## src/rtl/alu_wb_stage.sv

```systemverilog
// ALU execute/writeback stage with one-shot issue and registered writeback.
// Optional iterative shift-add multiplier for OP=111 enabled by ALU_WB_MUL_EN.
module alu_wb_stage (
    input  logic        CLK,
    input  logic        RST,
    input  logic        START,
    input  logic [2:0]  OP,
    input  logic [15:0] ABUS,
    input  logic [15:0] BBUS,
    input  logic [2:0]  DEST,
    output logic [15:0] RIN,
    output logic [2:0]  DSEL,
    output logic        BUSY,
    output logic        DONE,
    output logic [3:0]  FLAGS
);

    typedef enum logic [1:0] {IDLE, EXEC, MUL, WB} state_t;

    state_t      state;
    state_t      state_nx;
    logic [2:0]  op_q;
    logic [2:0]  dest_q;
    logic [15:0] a_q;
    logic [15:0] b_q;
    logic        mul_done;
    logic [15:0] res;
    logic        c_f;
    logic        v_f;
    logic [16:0] sum;
    logic [2:0]  wsel;

`ifdef ALU_WB_MUL_EN
    logic [15:0] acc_q;
    logic [15:0] mcand_q;
    logic [15:0] mplier_q;
    logic [4:0]  cnt_q;

    assign mul_done = (cnt_q == 5'd16);
    assign wsel     = dest_q;
`else
    assign mul_done = 1'b0;
    assign wsel     = (op_q == 3'b111) ? 3'd0 : dest_q;
`endif

    assign BUSY = (state != IDLE);

    always_ff @(posedge CLK) begin
        if (!RST) state <= IDLE;
        else      state <= state_nx;
    end

    always_comb begin
        state_nx = state;
        unique case (state)
            IDLE: begin
                if (START) begin
`ifdef ALU_WB_MUL_EN
                    state_nx = (OP == 3'b111) ? MUL : EXEC;
`else
                    state_nx = EXEC;
`endif
                end
            end
            EXEC: state_nx = WB;
            MUL:  if (mul_done) state_nx = WB;
            WB:   state_nx = IDLE;
            default: state_nx = IDLE;
        endcase
    end

    always_comb begin
        res = 16'd0;
        c_f = 1'b0;
        v_f = 1'b0;
        sum = 17'd0;
        unique case (op_q)
            3'b000: begin
                sum = {1'b0, a_q} + {1'b0, b_q};
                res = sum[15:0];
                c_f = sum[16];
                v_f = (a_q[15] == b_q[15]) && (res[15] != a_q[15]);
            end
            3'b001: begin
                res = a_q - b_q;
                c_f = (a_q < b_q);
                v_f = (a_q[15] != b_q[15]) && (res[15] != a_q[15]);
            end
            3'b010: res = a_q & b_q;
            3'b011: res = a_q | b_q;
            3'b100: res = a_q ^ b_q;
            3'b101: begin
                res = {a_q[14:0], 1'b0};
                c_f = a_q[15];
            end
            3'b110: begin
                res = {1'b0, a_q[15:1]};
                c_f = a_q[0];
            end
            3'b111: begin
`ifdef ALU_WB_MUL_EN
                res = acc_q;
`else
                res = 16'd0;
`endif
            end
            default: res = 16'd0;
        endcase
    end

    always_ff @(posedge CLK) begin
        if (!RST) begin
            op_q   <= 3'd0;
            dest_q <= 3'd0;
            a_q    <= 16'd0;
            b_q    <= 16'd0;
            RIN    <= 16'd0;
            DSEL   <= 3'd0;
            DONE   <= 1'b0;
            FLAGS  <= 4'd0;
`ifdef ALU_WB_MUL_EN
            acc_q    <= 16'd0;
            mcand_q  <= 16'd0;
            mplier_q <= 16'd0;
            cnt_q    <= 5'd0;
`endif
        end else begin
            DONE <= 1'b0;
            DSEL <= 3'd0;
            if (state == IDLE && START) begin
                op_q   <= OP;
                dest_q <= DEST;
                a_q    <= ABUS;
                b_q    <= BBUS;
`ifdef ALU_WB_MUL_EN
                acc_q    <= 16'd0;
                mcand_q  <= ABUS;
                mplier_q <= BBUS;
                cnt_q    <= 5'd0;
`endif
            end
`ifdef ALU_WB_MUL_EN
            // One multiplier bit per cycle; the 17th MUL cycle hands off to WB.
            if (state == MUL && !mul_done) begin
                if (mplier_q[0]) acc_q <= acc_q + mcand_q;
                mcand_q  <= {mcand_q[14:0], 1'b0};
                mplier_q <= {1'b0, mplier_q[15:1]};
                cnt_q    <= cnt_q + 5'd1;
            end
`endif
            if (state_nx == WB) begin
                RIN   <= res;
                DSEL  <= wsel;
                DONE  <= 1'b1;
                FLAGS <= {res == 16'd0, res[15], c_f, v_f};
            end
        end
    end

endmodule

```

## config.mk

```make
export PLATFORM = sky130hd
export DESIGN_NAME = alu_wb_stage
export DESIGN_NICKNAME = d
export VERILOG_FILES = /design/src/rtl/alu_wb_stage.sv
export SDC_FILE = /design/constraint.sdc
export NUM_CORES = 1
export LEC_CHECK = 0
export CAP_MARGIN = 20
export CORE_MARGIN = 8
export CORE_UTILIZATION = 36
export DETAILED_ROUTE_END_ITERATION = 16
export PLACE_DENSITY = 0.58
export SKIP_CTS_REPAIR_TIMING = 1
export SKIP_LAST_GASP = 1
export SLEW_MARGIN = 40
export SYNTH_ARGS = -nofsm -noshare
export SYNTH_HDL_FRONTEND = slang
export SYNTH_SLANG_ARGS = --single-unit
```

## constraint.sdc

```tcl
create_clock -name CLK -period 3.2 [get_ports CLK]
set_input_delay 0.96 -clock CLK [delete_from_list [all_inputs] [get_ports CLK]]
set_output_delay 0.96 -clock CLK [all_outputs]
set_load 0.05 [all_outputs]
```

==> impl_results.md, run 1 <==
* Status: complete, no violations
* Crit. End Element: flop
* DR iter-0 viols at 646
* Worst path arrival time at 3320 ps
* Power per cell area at 826.5 mW/mm²
* Die area at 0.01918 mm²
* Fin crit share at 95.90%
* PnR worst setup slack at 131.1 ps
* Top cell type's share of synthesized area at 23.35%
* Post-synth EDFFs at 0
* Final Hold Violating Endpoints at 0
* I/O Pins at 66
* Layout area overhead at 26.66%
* Die Y at 138.5 µm
* Final WL at 18.44 mm
* H-Tree Level Count at 3
* Placed instance area at 0.006481 mm²
* # DRC at 0
* Highest attainable clock frequency at 325.8 MHz
* Routability cong. at 0.9106
* First-pass GRT wire length at 29.55 mm
* Asr flop ratio synth at 0%
* Largest net degree at the start of global routing at 61
* Net Switching at 2678 µW
* R2R depth at 10
* Sw Share at 47.35%
* Pre-CTS setup slack at 26.68 ps
* Fin cells at 972
* Max rail drop VDD at 504.4 µV
* Fraction of layout cells with a size suffix above 1 at 13.45%
* Number of port buffers at 65
* Synth warn at 0
* Clk slew on worst S/H paths at 50 ps
* Total grt overflow at 0
* Vias in the first global route at 5523
* Post-DP HPWL at 14.13 mm
* Clock Latency Late Sink at 340 ps
* Largest stage delay, worst path at 420 ps
* Mapped Cells at 694
* Pleak at 0.002709 µW
* Wire length per cell at 18.97 µm
* Synth area leader: dfxtp_1
* R2r startpoint: a_q[0]
* Crit start category: flop
* R2R setup slack at 130 ps
* Hold path endpoint: dest_q[1]
* Core box area at 0.01459 mm²
* Top post-synthesis cells by area: dfxtp_1, ha_1, nand2_1
* Max Transition Viols Final at 0
* Clock sink count at 63
* Critical-path cell list: ha_1, fa_1, a21o_1, a221o_1, a2111o_1, o41ai_1, o211a_1, and3_1, nand4_1, o31ai_2
* RSZ-0062 raised after global routing: no
* Max_slew headroom at 48.09%
* Minimum clock period at 3069 ps
* Post-Syn Area at 0.005401 mm²
* Syn Nets at 788
* Routed via count at 5549
* Total Nets Final at 877
* Initial Util at 37.02%
* Worst Min Path Start: dest_q[1]
* Antenna cell count at 0
* Worst R2R End: FLAGS[3]
* Register area share after synthesis at 23.35%
* ANT nets after route at 0
* Critical Path RT at 3450 ps
* Setup violators final at 0
* Logic gate share of total power at 62.1%
* CTS root buf: clkbuf_16
* Syn Area/Cell at 7.783 µm²
* Via density at 5.709
* Predominant post-synthesis flop cell: dfxtp_1
* Worst-Margin Slew at 772.8 ps
* Hold/Removal Path Class: flop to flop
* Seq cells post-synth at 63
* First-pass DRT Iterations at 6
* Initial antenna violation count at 0
* Hold Path Cell Cnt at 2
* Critical Path Fanout Max at 5
* Seq pwr share at 20.4%
* WS Path Type: flop to flop
* Clock share of power at 17.5%
* Placed cells at 956
* Synth cell types at 78
* Max Cap Violations at 0
* Global Route Usage Sum at 18.69%
* Die width at 138.5 µm
* Slowest-stage cell, CP: fa_1
* Number of buffers created by CTS at 9
* Cell internal pwr at 2977 µW
* CTS tree: built
* Clock Skews at 5.722 ps
* Longest Clk Path Bufs at 2
* Final instance area at 0.006842 mm²
* FP Rows at 44
==> state kept, by name (all words and copies together) (netlist names) <==
name and cells:
DONE 1, a_q 16, state 2, b_q 16, FLAGS 4, DSEL 3, op_q 3, dest_q 3
RIN 15
==> worst max-delay path, delay by kind of cell, from the launching register on <==
kind / cells / cell delay, ps
AOI/OAI and AO/OA: 6 / 1610
and+or+nand+nor: 2 / 370
DFF: 1 / 340
adders and majority gates: 2 / 670
==> worst max-delay path by stage <==
stage                     startpoint       end  slack, ps
after floorplan               a_q[0]  FLAGS[3]        480
after global placement        a_q[2]  FLAGS[3]        -70
after detailed placement      a_q[2]  FLAGS[3]         30
after CTS                     a_q[2]  FLAGS[3]         20
after global routing          a_q[9]  FLAGS[3]          8
final                         a_q[0]  FLAGS[3]        130
==> power by group through the flow <==
stage,Clock (µW),Combinational (µW),Sequential [µW]
floorplan,0,2000,1410
global placement,0,3390,1160
detailed placement,0,3400,1170
CTS,1010,3420,1150
global route,1040,3790,1190
finish,988,3510,1150
==> kinds of logic (layout without fill, tap and decap cells) <==
logic type	Yosys count	in the layout	synth area share [%]
adders and majority gates	53	53	12.56
DFF	63	63	23.35
buffers and inverters	95	189	7.945
and+or+nand+nor	230	230	19.78
muxes	16	16	3.197
xor gates and xnor gates	1	1	0.1622
AOI/OAI and AO/OA	236	236	33.01
==> cell type report <==
class	count	area, µm²
inverter	52	195.2
tap	184	230.2
multi-input combinational	536	3767
sequential	63	1265
fill	1420	7747
clock buffer	11	242.7
timing repair buffer	121	1084
clock inverter	5	57.56
==> layer usage <==
metal  GRT usage, %  up-vias  routed length (µm)
met5              0        -                   0
met4          9.897        0                 677
met3          3.322       43                1342
met2          28.60      231                8154
met1          24.43     2600                8261
li1               -     2675                   -
==> Yosys cell counts (7+ instances only) <==
| master | number |
|---|---|
| nor3_1 | 11 |
| nor2b_1 | 19 |
| nand2_1 | 99 |
| a21oi_1 | 38 |
| o21ai_0 | 28 |
| nand3_1 | 11 |
| nor2_1 | 43 |
| inv_1 | 50 |
| a211oi_1 | 9 |
| nand2b_1 | 14 |
| mux2i_1 | 9 |
| and2_1 | 9 |
| buf_2 | 9 |
| a21boi_0 | 39 |
| clkbuf_1 | 19 |
| a22oi_1 | 7 |
| ha_1 | 51 |
| a221oi_1 | 7 |
| dfxtp_1 | 63 |
| o211a_1 | 10 |
==> per-stage QoR <==
step / util, % / setup TNS [ps] / hold WS, ps / power, µW
after global placement: 44.43 / -67.87 / 448.4 / 4550
after detailed placement: 44.43 / 0 / 451.4 / 4568
after floorplan: - / 0 / 429.6 / 3414
after global routing: 46.90 / 0 / 476.0 / 6023
final: 46.90 / 0 / 465.4 / 5655
after CTS: 46.48 / 0 / 468.8 / 5583
==> layout by cell type, fill, tap and decap left out, types with 11 or more instances in the layout <==
master           count
a21boi_0            39
a21oi_1             38
buf_4               55
clkdlybuf4s50_1     65
dfxtp_1             60
ha_1                50
inv_1               50
nand2_1             99
nand2b_1            14
nand3_1             11
nor2_1              43
nor2b_1             19
nor3_1              11
o21ai_0             28
Note: power is estimated with default switching activity, not from simulation.
==> run 2: changes to the inputs <==
--- a/config.mk
+++ b/config.mk
@@ -9,7 +9,7 @@
 export CORE_MARGIN = 8
 export CORE_UTILIZATION = 36
 export DETAILED_ROUTE_END_ITERATION = 16
-export PLACE_DENSITY = 0.58
+export PLACE_DENSITY = 0.6
 export SKIP_CTS_REPAIR_TIMING = 1
 export SKIP_LAST_GASP = 1
 export SLEW_MARGIN = 40
==> constraint.sdc (replaced) <==
create_clock -name CLK -period 2.6 [get_ports CLK]
set_input_delay 0.78 -clock CLK [delete_from_list [all_inputs] [get_ports CLK]]
set_output_delay 0.78 -clock CLK [all_outputs]
set_load 0.05 [all_outputs]
==> impl_results.md, run 2 (synthesis gave the netlist of run 1 again) <==
* I/O Pins at 66
* PnR worst setup slack at -301.6 ps
* Failing checks: setup timing
* Clock Latency Late Sink at 340 ps
* Via density at 5.476
* FP Rows at 44
* Worst-Margin Slew at 535.8 ps
* Min Hold Slack at 450.0 ps
* Wire length per cell at 18.70 µm
* Highest attainable clock frequency at 344.6 MHz
* Most frequent cells in the layout: buf_4, nand2_1, clkdlybuf4s50_1
* Hold/Removal Path Class: flop to flop
* Vias in the first global route at 5827
* Largest stage delay, worst path at 430 ps
* CTS root buf: clkbuf_16
* Number of buffers created by CTS at 9
* Layout area overhead at 50.13%
* Fin util at 55.58%
* Pre-CTS setup slack at -348.3 ps
* Die area at 0.01918 mm²
* Crit start category: flop
* Fin crit share at 111.6%
* Longest Clk Path Bufs at 2
* Routed via count at 5947
* Placed instance area at 0.007295 mm²
* Initial Util at 37.02%
* Die Y at 138.5 µm
* Crit. End Element: flop
* Max rail drop VDD at 548.3 µV
* Critical Path RT at 2850 ps
* Largest regs: a_q: 16 flops, b_q: 16 flops, RIN: 15 flops
* RSZ-0062 raised after global routing: yes
* Largest net degree at the start of global routing at 60
* Power per cell area at 1034 mW/mm²
* Total Nets Final at 991
* Max Cap Violations at 0
* Max_slew headroom at 64.06%
* Final instance area at 0.008109 mm²
* Setup violators final at 6
* WS Path Type: flop to flop
* Global Route Usage Sum at 19.84%
* Clock sink count at 63
* Total grt overflow at 0
* Final WL at 20.31 mm
* First-pass GRT wire length at 31.06 mm
* Clock Skews at 7.270 ps
* ANT nets after route at 0
* Number of port buffers at 65
* CTS tree: built
* Critical-path cell list: buf_6, fa_2, a21o_1, a221o_1, a2111o_1, o41ai_1, o211a_1, and3_1, nand4_1, o31ai_2
* Most common cell after layout, fill and taps aside: buf_4
* Initial antenna violation count at 0
* Worst path arrival time at 3150 ps
* Clk slew on worst S/H paths at 60 ps
* Routability cong. at 0.9457
* Antenna cell count at 0
* Post-DP HPWL at 15.73 mm
* H-Tree Level Count at 3
* # DRC at 0
* Core box area at 0.01459 mm²
* Status: finished with violations
* Pleak at 0.003364 µW
* Minimum clock period at 2902 ps
* Post-route setup TNS at -1174 ps
* Die width at 138.5 µm
* Fraction of layout cells with a size suffix above 1 at 29.93%
* Final Hold Violating Endpoints at 0
* First-pass DRT Iterations at 5
* Critical Path Fanout Max at 5
* DR iter-0 viols at 463
* Max Transition Viols Final at 0
* Slowest-stage cell, CP: a2111o_1
-- run 2: metal layers --
layer	global-route usage, %	vias to the layer above	wire length, µm	share of wire (%)
met5	0	-	0	0
met4	7.437	0	532	2.6
met3	3.904	35	1103	5.4
met2	31.42	189	9248	46
met1	25.95	2819	9428	46
li1	-	2904	-	-
-- run 2: worst paths after layout --
| kind | startpoint | to | slack [ps] | depth (start not counted) |
|---|---|---|---|---|
| max | a_q[1] | FLAGS[3] | -300 | 10 |
| min | dest_q[0] | DSEL[0] | 450 | 1 |
| max reg2reg | a_q[1] | FLAGS[3] | -300 | 10 |
| min reg2reg | dest_q[0] | DSEL[0] | 450 | 1 |
-- run 2: metrics by stage --
step           total power, µW  std cells
6_report                  8387       1086
5_1_grt                   8857       1086
4_1_cts                   7758       1077
3_5_place_dp              6327       1061
3_3_place_gp              6271       1061
2_1_floorplan             4229        694
-- run 2: cell type report --
type                    instances  area, µm²
fillers                      1338       6480
multi-input cells             536       4119
repair buffers                235       1952
flip-flops and latches         63       1270
clock buffers                  13      250.2
well taps                     184      230.2
inverters                      52      197.7
clock inverters                 3      90.09
-- run 2: power breakdown --
group	internal, µW	total [µW]	leakage (µW)	switching (µW)
combinational	2520	5610	0.00268	3090
clock	963	1400	0.000164	438
sequential	1210	1380	0.000519	166
total	4690	8390	0.00336	3700
-- run 2: worst max-delay path: cells and delay by family (launching register included) --
family                     cells  cell delay, ps
AOI/OAI and AO/OA              6            1580
adders and majority gates      1             420
buffers and inverters          1             130
DFF                            1             330
and+or+nand+nor                2             360
==> run 3: changes to the inputs <==
--- a/config.mk
+++ b/config.mk
@@ -5,7 +5,7 @@
 export SDC_FILE = /design/constraint.sdc
 export NUM_CORES = 1
 export LEC_CHECK = 0
-export CAP_MARGIN = 20
+export CAP_MARGIN = 25
 export CORE_MARGIN = 8
 export CORE_UTILIZATION = 36
 export DETAILED_ROUTE_END_ITERATION = 16
==> results of run 3 <==
No change in the layout: final DEF, timing and power equal those of run 2.
